<file path="src/rtl/ring_disp_pkg.sv">
// Shared constants, digit codes and helpers for the ring position display.
package ring_disp_pkg;

  localparam int unsigned NUM_DIGITS = 4;
  localparam int unsigned DIGIT_W    = $clog2(NUM_DIGITS);
  localparam int unsigned PAT_W      = 8;
  localparam int unsigned IDX_W      = $clog2(PAT_W);
  localparam int unsigned SEG_W      = 7;
  localparam int unsigned CODE_W     = 4;

  localparam logic [SEG_W-1:0] SEG_0     = 7'h40;
  localparam logic [SEG_W-1:0] SEG_1     = 7'h79;
  localparam logic [SEG_W-1:0] SEG_2     = 7'h24;
  localparam logic [SEG_W-1:0] SEG_3     = 7'h30;
  localparam logic [SEG_W-1:0] SEG_4     = 7'h19;
  localparam logic [SEG_W-1:0] SEG_5     = 7'h12;
  localparam logic [SEG_W-1:0] SEG_6     = 7'h02;
  localparam logic [SEG_W-1:0] SEG_7     = 7'h78;
  localparam logic [SEG_W-1:0] SEG_8     = 7'h00;
  localparam logic [SEG_W-1:0] SEG_9     = 7'h10;
  localparam logic [SEG_W-1:0] SEG_E     = 7'h06;
  localparam logic [SEG_W-1:0] SEG_BLANK = 7'h7F;

  localparam logic [CODE_W-1:0] CODE_E     = 4'hE;
  localparam logic [CODE_W-1:0] CODE_BLANK = 4'hF;

  typedef struct packed {
    logic             ok;
    logic [IDX_W-1:0] idx;
  } pos_t;

  // One-hot check plus index of the (last) set bit.
  function automatic pos_t decode_onehot(input logic [PAT_W-1:0] pat);
    pos_t        res;
    int unsigned ones;
    res  = '0;
    ones = 0;
    for (int i = 0; i < int'(PAT_W); i++) begin
      if (pat[i]) begin
        ones    = ones + 1;
        res.idx = IDX_W'(i);
      end
    end
    res.ok = (ones == 1);
    return res;
  endfunction

  // Two-digit BCD increment, 99 wraps to 00.
  function automatic logic [7:0] bcd_inc(input logic [7:0] v);
    logic [3:0] tens;
    logic [3:0] units;
    tens  = v[7:4];
    units = v[3:0];
    if (units == 4'd9) begin
      units = 4'd0;
      tens  = (tens == 4'd9) ? 4'd0 : tens + 4'd1;
    end else begin
      units = units + 4'd1;
    end
    return {tens, units};
  endfunction

endpackage

</file>
<file path="src/rtl/ring_position_display_if.sv">
// Pattern/strobe input and display/status outputs of ring_position_display.
interface ring_position_display_if;
  logic [7:0] pattern_in;
  logic       step_valid;
  logic [6:0] seg_n;
  logic       dp_n;
  logic [3:0] an_n;
  logic [7:0] rev_count;
  logic       pattern_err;

  modport master (
    output pattern_in, step_valid,
    input  seg_n, dp_n, an_n, rev_count, pattern_err
  );

  modport slave (
    input  pattern_in, step_valid,
    output seg_n, dp_n, an_n, rev_count, pattern_err
  );
endinterface

</file>
<file path="src/rtl/seg7_decode.sv">
// Digit code to active-low seven-segment pattern {g,f,e,d,c,b,a}.
module seg7_decode
  import ring_disp_pkg::*;
(
  input  logic [CODE_W-1:0] i_code,
  output logic [SEG_W-1:0]  o_seg_c
);

  always_comb begin
    o_seg_c = SEG_BLANK;
    case (i_code)
      4'd0:    o_seg_c = SEG_0;
      4'd1:    o_seg_c = SEG_1;
      4'd2:    o_seg_c = SEG_2;
      4'd3:    o_seg_c = SEG_3;
      4'd4:    o_seg_c = SEG_4;
      4'd5:    o_seg_c = SEG_5;
      4'd6:    o_seg_c = SEG_6;
      4'd7:    o_seg_c = SEG_7;
      4'd8:    o_seg_c = SEG_8;
      4'd9:    o_seg_c = SEG_9;
      CODE_E:  o_seg_c = SEG_E;
      default: o_seg_c = SEG_BLANK;
    endcase
  end

endmodule

</file>
<file path="src/rtl/ring_position_display.sv">
// Decodes the rotating one-hot position, counts revolutions in BCD and scans a
// 4-digit display. Define LEADING_ZERO_BLANK_EN to blank a zero tens digit.
module ring_position_display
  import ring_disp_pkg::*;
#(
  parameter int unsigned CLK_HZ  = 100000000,
  parameter int unsigned SCAN_HZ = 1000
) (
  input  logic                    clk,
  input  logic                    reset,
  ring_position_display_if.slave  bus
);

  localparam int unsigned SCAN_DIV = CLK_HZ / (4 * SCAN_HZ);
  localparam int unsigned SCAN_W   = (SCAN_DIV > 1) ? $clog2(SCAN_DIV) : 1;
  localparam logic [SCAN_W-1:0] SCAN_LAST = SCAN_W'(SCAN_DIV - 1);

  logic [IDX_W-1:0]   r_pos_idx;
  logic               r_pos_ok;
  logic               r_pattern_err;
  logic [7:0]         r_rev_count;
  logic [SCAN_W-1:0]  r_scan_cnt;
  logic [DIGIT_W-1:0] r_digit_sel;
  logic [SEG_W-1:0]   r_seg_n;
  logic               r_dp_n;
  logic [3:0]         r_an_n;

  pos_t               w_pos;
  logic               w_rev_hit;
  logic [CODE_W-1:0]  w_code;
  logic [SEG_W-1:0]   w_seg;

  assign w_pos     = decode_onehot(bus.pattern_in);
  assign w_rev_hit = bus.step_valid && r_pos_ok && (r_pos_idx == IDX_W'(7)) &&
                     w_pos.ok && (w_pos.idx == IDX_W'(0));

  // Position capture, sticky fault flag and revolution counter.
  always_ff @(posedge clk) begin
    if (reset) begin
      r_pos_idx     <= '0;
      r_pos_ok      <= 1'b0;
      r_pattern_err <= 1'b0;
      r_rev_count   <= 8'h00;
    end else if (bus.step_valid) begin
      r_pos_ok <= w_pos.ok;
      if (w_pos.ok) begin
        r_pos_idx <= w_pos.idx;
      end else begin
        r_pattern_err <= 1'b1;
      end
      if (w_rev_hit) begin
        r_rev_count <= bcd_inc(r_rev_count);
      end
    end
  end

  // Digit content for the currently selected anode.
  always_comb begin
    w_code = CODE_BLANK;
    case (r_digit_sel)
      DIGIT_W'(3): begin
`ifdef LEADING_ZERO_BLANK_EN
        w_code = (r_rev_count[7:4] == 4'd0) ? CODE_BLANK : r_rev_count[7:4];
`else
        w_code = r_rev_count[7:4];
`endif
      end
      DIGIT_W'(2): w_code = r_rev_count[3:0];
      DIGIT_W'(1): w_code = CODE_BLANK;
      default: begin
        if (r_pos_ok) begin
          w_code = CODE_W'(r_pos_idx);
        end else if (r_pattern_err) begin
          w_code = CODE_E;
        end else begin
          w_code = CODE_BLANK;
        end
      end
    endcase
  end

  seg7_decode u_seg7_decode (
    .i_code  (w_code),
    .o_seg_c (w_seg)
  );

  // Scan timing; segments, anodes and dp latch from the same digit_sel.
  always_ff @(posedge clk) begin
    if (reset) begin
      r_scan_cnt  <= '0;
      r_digit_sel <= '0;
      r_seg_n     <= SEG_BLANK;
      r_dp_n      <= 1'b1;
      r_an_n      <= 4'hF;
    end else begin
      if (r_scan_cnt == SCAN_LAST) begin
        r_scan_cnt  <= '0;
        r_digit_sel <= r_digit_sel + DIGIT_W'(1);
      end else begin
        r_scan_cnt <= r_scan_cnt + SCAN_W'(1);
      end
      r_seg_n <= w_seg;
      r_dp_n  <= (r_digit_sel != DIGIT_W'(2));
      r_an_n  <= ~(4'(4'b0001 << r_digit_sel));
    end
  end

  assign bus.seg_n       = r_seg_n;
  assign bus.dp_n        = r_dp_n;
  assign bus.an_n        = r_an_n;
  assign bus.rev_count   = r_rev_count;
  assign bus.pattern_err = r_pattern_err;

endmodule

</file>
<file path="src/flat_wrapper.sv">
// flat-port wrapper written by rule: the top's interface ports become plain ports
module ring_position_display_flat import ring_disp_pkg::*;
#(
  parameter int unsigned CLK_HZ  = 100000000,
  parameter int unsigned SCAN_HZ = 1000
)
  (clk, reset, bus_pattern_in, bus_step_valid, bus_seg_n, bus_dp_n, bus_an_n, bus_rev_count, bus_pattern_err);
  ring_position_display_if bus_i ();
  input  logic clk;
  input  logic reset;
  input wire logic [$bits(bus_i.pattern_in)-1:0] bus_pattern_in;
  input wire logic [$bits(bus_i.step_valid)-1:0] bus_step_valid;
  output wire logic [$bits(bus_i.seg_n)-1:0] bus_seg_n;
  output wire logic [$bits(bus_i.dp_n)-1:0] bus_dp_n;
  output wire logic [$bits(bus_i.an_n)-1:0] bus_an_n;
  output wire logic [$bits(bus_i.rev_count)-1:0] bus_rev_count;
  output wire logic [$bits(bus_i.pattern_err)-1:0] bus_pattern_err;
  assign bus_i.pattern_in = bus_pattern_in;
  assign bus_i.step_valid = bus_step_valid;
  assign bus_seg_n = bus_i.seg_n;
  assign bus_dp_n = bus_i.dp_n;
  assign bus_an_n = bus_i.an_n;
  assign bus_rev_count = bus_i.rev_count;
  assign bus_pattern_err = bus_i.pattern_err;
  ring_position_display #(.CLK_HZ(CLK_HZ), .SCAN_HZ(SCAN_HZ)) u_core (.clk(clk), .reset(reset), .bus(bus_i));
endmodule
</file>
<file path="config.mk">
export PLATFORM = sky130hd
export DESIGN_NAME = ring_position_display_flat
export DESIGN_NICKNAME = d
export VERILOG_FILES = /design/src/rtl/ring_disp_pkg.sv /design/src/rtl/ring_position_display_if.sv /design/src/rtl/seg7_decode.sv /design/src/rtl/ring_position_display.sv /design/src/flat_wrapper.sv
export SDC_FILE = /design/constraint.sdc
export NUM_CORES = 1
export LEC_CHECK = 0
export BUFFER_PORTS_ARGS = -buffer_cell sky130_fd_sc_hd__buf_2
export CAP_MARGIN = 20
export CELL_PAD_IN_SITES_DETAIL_PLACEMENT = 1
export CELL_PAD_IN_SITES_GLOBAL_PLACEMENT = 1
export CORE_ASPECT_RATIO = 1.2
export CORE_MARGIN = 2
export CORE_UTILIZATION = 44
export DETAILED_ROUTE_END_ITERATION = 16
export GPL_TIMING_DRIVEN = 1
export PLACE_DENSITY_LB_ADDON = 0.1
export SETUP_SLACK_MARGIN = 0.5
export SLEW_MARGIN = 40
export SYNTH_ARGS = -nofsm -noshare
export SYNTH_HDL_FRONTEND = slang
export SYNTH_SLANG_ARGS = --single-unit
</file>
<file path="constraint.sdc">
create_clock -name clk -period 6.5 [get_ports clk]
set_input_delay 1.625 -clock clk [delete_from_list [all_inputs] [get_ports clk]]
set_output_delay 1.625 -clock clk [all_outputs]
set_load 0.03 [all_outputs]
</file>
# After elaboration in Yosys (flattened, before gate mapping)
# Memory sizes are Yosys's and may differ from the RTL's. A register that Yosys moved wholly into a read port is not among the register bits.
# Index checks and enable logic that the tools add are counted.
# op_classes
n_addsub	11
eq_ne	9
shifts	1
mux	20
n_bitwise	2
reduce_logical	10
# ops
op	n
$mux 32	7
$add 32x1->32 const B	6
$eq 32x1->1 const B	1
$add 15x1->15 const B	1
$eq 15x15->1 const B	1
$mux 3	4
$mux 4	3
$pmux 4 s3	1
$add 4x1->4 const B	2
$eq 4x4->1 const B	2
$reduce_and 2->1	3
$eq 2x2->1 const B	2
$logic_and 1x1->1	4
$mux 2	2
$not 4->4	1
$shl 1x2->4 const A	1
$eq 3x3->1 const B	1
$logic_not 3->1	1
$mux 1	3
$reduce_and 3->1	1
$add 1x1->2 const B	1
$add 2x1->2 const B	1
$eq 2x1->1 const B	1
$ne 2x2->1 const B	1
2 further kinds	2
# word_totals
regBits	35
mem_bits_ro	112
input_bits	11
out_inout_bits	21
wordCells	63
n_memories	1
# memory_table
memory	depth	word_bits	read_ports	rd_ports_with_merged_regs	write_ports	line	rtl
(no name shown)	16	7	1	1	0	seg7_decode.sv:11	case (i_code)

# Longest topological paths before layout
# Gate-level depths: netlist of run 1.
# logic_depth
word_depth	19
depth_mapped	21
depth_no_buf	21

# By module
# From an unflattened synthesis of run 1, not the netlist that was laid out.
# unflattened
cells_unflattened	305
hier_area_um2	2526.2
# modules_own_cells
mod	n_inst	cells_per_inst	area_each_um2	seq_area_each_um2
ring_position_display	1	274	2301.0	820.8
seg7_decode	1	31	225.2	0.0

# Worst setup path before layout of run 1
# Ideal clock, no wire load.
# synth_timing
path_kind	input to register
from	input port bus_pattern_in[0]
to	register u_core.r_rev_count[5] (netlist: u_core.bus.rev_count[5])
setup_ns	0.067
arrival_ns	5.931
required_ns	6.433
setup_slack_ns	0.501
stages	20
path_buffers	0
path_cell_list	inv_1 ha_1 xor2_1 ha_1 nand2_1 o31ai_1 ha_1 nand2b_1 and2_1 ha_1 and2_1 a31o_2 ha_1 mux2_2 ha_1 a2bb2oi_1 a311oi_4 nand4b_4 or3_1 a21oi_2
# synth_between
elab_chain_cells	19
# synth_rtl
element	line	rtl
start, declared	flat_wrapper.sv:11	input wire logic [$bits(bus_i.pattern_in)-1:0] bus_pattern_in;
$mux 1 (*)	ring_disp_pkg.sv:39	if (pat[i]) begin
$add 1x1->2	ring_disp_pkg.sv:40	ones = ones + 1;
$mux 32 (*)	ring_disp_pkg.sv:39	
$add 32x1->32	ring_disp_pkg.sv:40	
$mux 32 (*)	ring_disp_pkg.sv:39	
$add 32x1->32	ring_disp_pkg.sv:40	
$mux 32 (*)	ring_disp_pkg.sv:39	
$add 32x1->32	ring_disp_pkg.sv:40	
[... 3 more ...]	-	
$add 32x1->32	ring_disp_pkg.sv:40	
$mux 32 (*)	ring_disp_pkg.sv:39	
$add 32x1->32	ring_disp_pkg.sv:40	
$mux 32 (*)	ring_disp_pkg.sv:39	
$eq 32x1->1 (*)	ring_disp_pkg.sv:44	res.ok = (ones == 1);
$logic_and 1x1->1 (*)	ring_position_display.sv:34	assign w_rev_hit = bus.step_valid && r_pos_ok && (r_pos_idx == IDX_W'(7)) &&
$logic_and 1x1->1 (*)	ring_position_display.sv:35	w_pos.ok && (w_pos.idx == IDX_W'(0));
$reduce_and 3->1 (no source line) (*)	-	
end signal, assigned	ring_position_display.sv:52	r_rev_count <= bcd_inc(r_rev_count);
end, declared	ring_position_display.sv:21	logic [7:0] r_rev_count;
# Every way passes the cells marked *; elsewhere a longest branch is shown, timed or not.
# A chain may end at the register's enable or synchronous reset.

# Final worst setup path of run 1
# layout_timing
from	input port bus_pattern_in[1]
to	register u_core.r_rev_count[6] (netlist: u_core.bus.rev_count[6])
# layout_between
elab_chain_cells	17
elab_cells_between_ends	25
cone_classes	add/sub (6); eq/ne (1); mux (14); reduce/logical (4)
# layout_rtl
element	line
$mux 32	ring_disp_pkg.sv:39
$add 32x1->32	ring_disp_pkg.sv:40
$mux 32	ring_disp_pkg.sv:39
$add 32x1->32	ring_disp_pkg.sv:40
$mux 32	ring_disp_pkg.sv:39
$add 32x1->32	ring_disp_pkg.sv:40
$mux 32	ring_disp_pkg.sv:39
$add 32x1->32	ring_disp_pkg.sv:40
$mux 32	ring_disp_pkg.sv:39
$add 32x1->32	ring_disp_pkg.sv:40
$mux 32	ring_disp_pkg.sv:39
$add 32x1->32	ring_disp_pkg.sv:40
$mux 32	ring_disp_pkg.sv:39
$eq 32x1->1	ring_disp_pkg.sv:44
$logic_and 1x1->1	ring_position_display.sv:34
$logic_and 1x1->1 (*)	ring_position_display.sv:35
$reduce_and 3->1 (no source line) (*)	-
# Marked as above.

==> summary.md, run 1 <==
| Metric | Value |
|---|---|
| Io pins | 32 |
| Async SR Flop Fraction | 0% |
| Post-synth top cells | dfxtp_1, nand2_1, nor2_1, ha_1 |
| Clock buffer depth | 2 |
| Clock latency on the worst-skew pair | 0.29 ns |
| Synth cell types | 55 |
| Worst Setup End Kind | flop |
| Crit path kind | in2reg |
| Worst Path Arrival | 6.02 ns |
| Fillers | 710 |
| Sinks on the clock net | 41 |
| Routability cong. | 0.803 |
| DRC viols | 0 |
| Ant diodes | 0 |
| Share of layout cells above drive strength 1 | 20.3% |
| Initial antenna violation count | 0 |
| Top cells by area, synth | dfxtp_1, ha_1, nand2_1 |
| Total wire length | 6070 um |
| Grt ovf | 0 |
| YS warnings | 0 |
| Vert. Die Dim | 88.5 um |
| CTS tree | built |
| Nets@finish | 368 |
| Vias in the first global route | 2,213 |
| Relative slew slack | 51.2% |
| Final setup fails | 0 |
| Site Rows | 30 |
| Core footprint | 5710 um2 |
| Worst Skew | 0.00956 ns |
| Layout area overhead | 15.0% |
| Count leader, synth | dfxtp_1 |
| Die width | 74.4 um |
| DRT Pass-1 Iters | 4 |
| HP Class | reg2reg |
| Max-cap viol count | 0 |
| Synthesized area | 2620 um2 |
| Routed Antenna Nets | 0 |
| Area leader, netlist | dfxtp_1 |
| Fmax | 173 MHz |
| Root Driver | clkbuf_8 |
| Initial Util | 45.9% |
| Worst r2r src | u_core.r_digit_sel[0] |
| CTS buffer count | 5 |
| GRT Util Overall | 19.3% |
| Seq/Total Area, Yosys | 31.3% |
| Post-Synthesis Cells | 309 |
| Leakage power | 1.21 nW |
| Worst Path Max Fanout | 5 |
| Largest net degree at the start of global routing | 20 |
| Synth Register Bits | 41 |
| Syn avg cell area | 8.48 um2 |
| Synth Flop Type | dfxtp_1 |
| Number of port buffers | 31 |
| Hold wc startpoint | u_core.r_scan_cnt[0] |
| Setup_tns | 0 ns |
| Final number of max-transition violations | 0 |
| Drt wl/cell | 14.4 um |
| Post-synth EDFFs | 0 |
| Via Count | 2,278 |
| PwrDens | 236 nW/um2 |
| Period utilization | 89.1% |
| Final Util | 52.8% |
| Worst setup path startpoint | bus_pattern_in[1] |
| CP Launch Type | input pin |
| Syn_nets | 338 |
| DIE AREA | 6590 um2 |
| Post-synth top area share | 31.3% |
| Req. time, crit path | 6.73 ns |
| Hold Fails Final Rpt | 0 |
| Unrepaired setup endpoints after global routing | no |
| Final HPWL DP | 4590 um |
| Run status | completed |
| Wire length of the first global-routing pass | 10000 um |
| CTS clk-pin slew, worst paths | 0.08 ns |
| Initial DRC Count | 60 |
| Post-layout min period | 5.79 ns |
| Maximum VDD drop | 97.4 uV |
| Vias per inst | 5.42 |
| CTS HTree Levels | 2 |
| Worst-Margin Slew | 0.727 ns |
## what timing repair did
item	4_1_cts	5_1_grt
buffers inserted	0	1
setup endpoints to repair	0	11
hold buffers	0	0
gates resized for setup	0	11
## cell families after synthesis
family | after synthesis | synth area share, %
simple gates | 129 | 25.1
compound gates | 59 | 15.9
flops | 41 | 31.3
buf+inv | 27 | 4.25
xor+xnor | 25 | 10.8
fa+ha+maj | 18 | 8.60
mux | 10 | 4.06
## flip-flops by register name (all words and copies together), names as in the netlist
signal,flops
u_core.r_scan_cnt,15
u_core.bus.rev_count,8
u_core.bus.seg_n,7
u_core.bus.an_n,4
u_core.r_pos_idx,3
u_core.r_digit_sel,2
u_core.bus.pattern_err,1
u_core.r_pos_ok,1
## power by group
| part | switching, mW | internal, mW | leakage (nW) |
|---|---|---|---|
| registers | 0.00945 | 0.271 | 0.333 |
| clock network | 0.0887 | 0.0861 | 0.0512 |
| logic | 0.146 | 0.112 | 0.826 |
| total | 0.244 | 0.469 | 1.21 |
## cells in the final DEF (no fill, tap or decap), types with 2 or more instances in the layout
| cell type | instances |
|---|---|
| a221o_1 | 4 |
| xor2_1 | 10 |
| mux2i_1 | 5 |
| nand3_1 | 15 |
| a31o_2 | 2 |
| or3_1 | 3 |
| nand3b_1 | 5 |
| and2_1 | 9 |
| a211oi_1 | 2 |
| a31oi_1 | 3 |
| o21ai_0 | 15 |
| inv_1 | 15 |
| a21oi_1 | 11 |
| and3_1 | 4 |
| xnor2_1 | 9 |
| o21bai_1 | 2 |
| buf_4 | 3 |
| nand4_1 | 5 |
| o31ai_1 | 3 |
| nor3_1 | 8 |
| xnor3_2 | 2 |
| xnor3_1 | 2 |
| nor2b_1 | 7 |
| dfxtp_1 | 41 |
| nand2_1 | 34 |
| ha_1 | 16 |
| buf_2 | 31 |
| nor2_1 | 29 |
| xor2_2 | 2 |
| a21boi_0 | 2 |
| mux2_2 | 5 |
| a21oi_2 | 2 |
| clkbuf_8 | 6 |
| ha_4 | 2 |
## metal layers
metal / global-route usage (%) / wire [um] / up-vias
met5: 0 / 0 / -
met4: 5.68 / 70 / 0
met3: 4.10 / 149 / 5
met2: 33.9 / 3110 / 24
met1: 23.7 / 2730 / 1108
li1: - / - / 1141
## path summary, 6_finish.rpt
path	end	slack, ns	cells after the start
max	u_core.bus.rev_count[6]	0.71	21
min	u_core.r_scan_cnt[0]	0.46	1
max reg2reg	u_core.bus.seg_n[0]	3.92	8
min reg2reg	u_core.r_scan_cnt[0]	0.46	1
## stage by stage
step	power, mW	std cells	hold WS, ns	area (um2)	setup slack [ns]
after global placement	0.514	411	0.434	2840	0.369
after floorplan	0.465	309	0.418	2620	0.501
after CTS	0.699	419	0.468	2940	0.513
after global routing	0.762	420	0.498	3010	0.516
after detailed placement	0.522	411	0.449	2840	0.220
final	0.713	420	0.462	3010	0.711
## cell type report
type / instances / area [um2] / share of cell area [%]
clock buffer: 6 / 82.6 / 2.74
clock inverter: 2 / 13.8 / 0.457
multi-input combinational: 241 / 1750 / 58.1
timing repair buffer: 35 / 189 / 6.27
inverter: 15 / 56.3 / 1.87
tap: 80 / 100 / 3.32
sequential: 41 / 821 / 27.2
## critical path, stage by stage
cell and delay [ns]:
buf_2 0.10, inv_1 0.06, ha_4 0.30, xor2_2 0.17
ha_1 0.27, nand2_1 0.09, o31ai_1 0.08, ha_1 0.34
nand2b_4 0.16, and2_1 0.14, ha_1 0.29, and2_1 0.16
a31o_2 0.25, ha_4 0.22, mux2_2 0.27, ha_1 0.29
a2bb2oi_2 0.19, a311oi_4 0.35, nand4b_4 0.17, or3_4 0.36
a21oi_2 0.13
(Power assumes the default switching activity.)
==> inputs of run 2 (changes only) <==
Settings changed: CORE_MARGIN 2 to 3, CORE_UTILIZATION 44 to 43, SYNTH_HIERARCHICAL set to 1.
==> summary.md, run 2 <==
| Metric | Value |
|---|---|
| DP Worst Slack | 0.762 ns |
| DRC viols | 0 |
| Commonest non-fill, non-tap cell in the layout | dfxtp_1 |
| CTS HTree Levels | 2 |
| Maximum VDD drop | 109 uV |
| Vert. Die Dim | 90.0 um |
| Crit path kind | in2reg |
| Initial antenna violation count | 0 |
| CTS clk-pin slew, worst paths | 0.08 ns |
| Run status | completed |
| Top reg by flops | u_core/r_scan_cnt |
| Io pins | 32 |
| Req. time, crit path | 6.70 ns |
| Relative slew slack | 57.9% |
| Final setup fails | 0 |
| Post-synth top cells | dfxtp_1, nor2_1, nand2_1, inv_1, ha_1 |
| Core footprint | 5480 um2 |
| Syn avg cell area | 8.28 um2 |
| Hold Fails Final Rpt | 0 |
| Sequential cell area | 821 um2 |
| Grt ovf | 0 |
| CTS tree | built |
| Sinks on the clock net | 41 |
| Drt wl/cell | 13.3 um |
| Multi-input gate area | 1570 um2 |
| Clock buffer depth | 2 |
| Reg2reg setup slack | 3.93 ns |
| Share of layout cells above drive strength 1 | 18.2% |
| Seq/Total Area, Yosys | 32.5% |
| Synth Flop Type | dfxtp_1 |
| Largest net degree at the start of global routing | 33 |
| Async SR Flop Fraction | 0% |
| Die width | 76.0 um |
| Wire length of the first global-routing pass | 9380 um |
| Worst setup path startpoint | bus_pattern_in[1] |
| Post-synth EDFFs | 0 |
| Total wire length | 5400 um |
| Worst r2r src | u_core/r_digit_sel[0] |
| Initial DRC Count | 41 |
| Finished Cell Area | 2840 um2 |
| Worst Setup End Kind | flop |
| Synthesized area | 2530 um2 |
| Final Util | 51.7% |
| Period utilization | 84.1% |
| R2r endpoint | u_core/bus.seg_n[3] |
| Leakage power | 1.19 nW |
| YS warnings | 6 |
| Final number of max-transition violations | 0 |
| Resized Gates After CTS | 0 |
| Worst Skew | 0.00798 ns |
| Vias per inst | 5.24 |
| Number of port buffers | 31 |
| Final HPWL DP | 4160 um |
| PwrDens | 260 nW/um2 |
| Setup Fix Bufs, Post-CTS | 0 |
| Worst Path Arrival | 5.66 ns |
| Area leader, netlist | dfxtp_1 |
| Synth Register Bits | 41 |
| Routability cong. | 0.734 |
| Setup_tns | 0 ns |
| Initial Util | 46.1% |
| FF-to-FF path depth | 11 |
| Fmax | 183 MHz |
| Ant diodes | 0 |
| Max FFs per register | 15 |
| Routed Antenna Nets | 0 |
| Final setup margin | 1.03 ns |
| HP Class | reg2reg |
| Nets@finish | 358 |
| Layout area overhead | 12.2% |
| Via Count | 2,134 |
| DP Area | 2720 um2 |
| Worst-Margin Slew | 0.631 ns |
| Vias in the first global route | 2,066 |
| Unrepaired setup endpoints after global routing | no |
| Max-cap viol count | 0 |
| Fillers | 682 |
| Worst Path Max Fanout | 5 |
| Post-synth top area share | 32.5% |
| Site Rows | 29 |
| Clock latency on the worst-skew pair | 0.29 ns |
| Post-Synthesis Cells | 305 |
| Syn_nets | 334 |
| Hold_buf cts | 0 |
| Top cells by area, synth | dfxtp_1, ha_1, nor2_1 |
| Root Driver | clkbuf_8 |
| Post-layout min period | 5.47 ns |
| DIE AREA | 6830 um2 |
| Synth cell types | 52 |
| GRT Util Overall | 16.5% |
| Count leader, synth | dfxtp_1 |
| CP endpoint | u_core/r_pos_idx[2] |
| Most frequent cells in the layout | dfxtp_1, nor2_1, buf_2 |
| Hold_ws | 0.451 ns |
| DRT Pass-1 Iters | 4 |
| CP Launch Type | input pin |
| CTS buffer count | 5 |
## run 2: changes by cell type in the layout (fill, tap and decap cells not counted), moves of 5 or more
| cell | change |
|---|---|
| mux2_2 | -5 |
| inv_1 | +5 |
| nand2_1 | -5 |
| or2_2 | +7 |
| and2_1 | -6 |
| nand2b_1 | +11 |
| o21ai_0 | -10 |
| nand3_1 | -7 |
| nor2_1 | +10 |
| a221oi_1 | +5 |
## run 2: cell families after synthesis
kind of cell               synth area share (%)
AOI/OAI and AO/OA                          13.2
and+or+nand+nor                            26.3
DFF                                        32.5
xor gates and xnor gates                   11.0
muxes                                      2.38
buffers and inverters                      5.70
adders and majority gates                  8.92
## run 2: critical path, stage by stage
cell	delay, ns
buf_2	0.10
inv_1	0.04
ha_1	0.34
xor2_1	0.20
ha_1	0.31
nand2_1	0.09
o31ai_1	0.10
ha_1	0.30
nor2b_1	0.20
nor2_1	0.08
ha_1	0.31
nand2_1	0.06
o31ai_1	0.09
ha_1	0.29
nor2b_1	0.15
nor2_1	0.07
ha_1	0.27
inv_1	0.04
a222oi_1	0.42
a211oi_1	0.12
and2_4	0.20
a221oi_1	0.25
## run 2: power breakdown
part	internal, mW	switching (mW)	total [mW]
Combinational	0.101	0.145	0.245
Clock	0.125	0.0872	0.212
Sequential	0.271	0.00914	0.280
## run 2: area by class of cell
| class | count | area share (%) |
|---|---|---|
| multi-input combinational | 230 | 55.4 |
| sequential | 41 | 28.9 |
| timing repair buffer | 31 | 5.47 |
| tap | 77 | 3.40 |
| clock buffer | 7 | 3.05 |
| inverter | 20 | 2.65 |
| clock inverter | 1 | 1.06 |
## run 2: metal layers
metal  vias to the layer above  wire length [um]  share of wire (%)  global-route usage, %
met5                         -                 0                  0                      0
met4                         0                58                1.1                   5.29
met3                         6               173                3.2                   3.50
met2                        33              2640                 49                   29.4
met1                      1008              2520                 47                   19.7
li1                       1087                 -                  -                      -
## run 2: worst min path at each step
stage | endpoint | depth (start not counted) | slack [ns] | startpoint
3_3_place_gp | u_core/r_scan_cnt[0] | 1 | 0.43 | u_core/r_scan_cnt[0]
2_1_floorplan | u_core/r_scan_cnt[0] | 1 | 0.42 | u_core/r_scan_cnt[0]
4_1_cts | u_core/r_scan_cnt[0] | 1 | 0.46 | u_core/r_scan_cnt[0]
5_1_grt | u_core/r_scan_cnt[0] | 1 | 0.48 | u_core/r_scan_cnt[0]
3_5_place_dp | u_core/r_scan_cnt[0] | 1 | 0.44 | u_core/r_scan_cnt[0]
6_report | u_core/r_scan_cnt[0] | 1 | 0.45 | u_core/r_scan_cnt[0]
## run 2: metrics by stage
step	power, mW	cells
CTS	0.746	407
global route	0.787	407
finish	0.738	407
global placement	0.522	399
detailed placement	0.532	399
floorplan	0.483	305
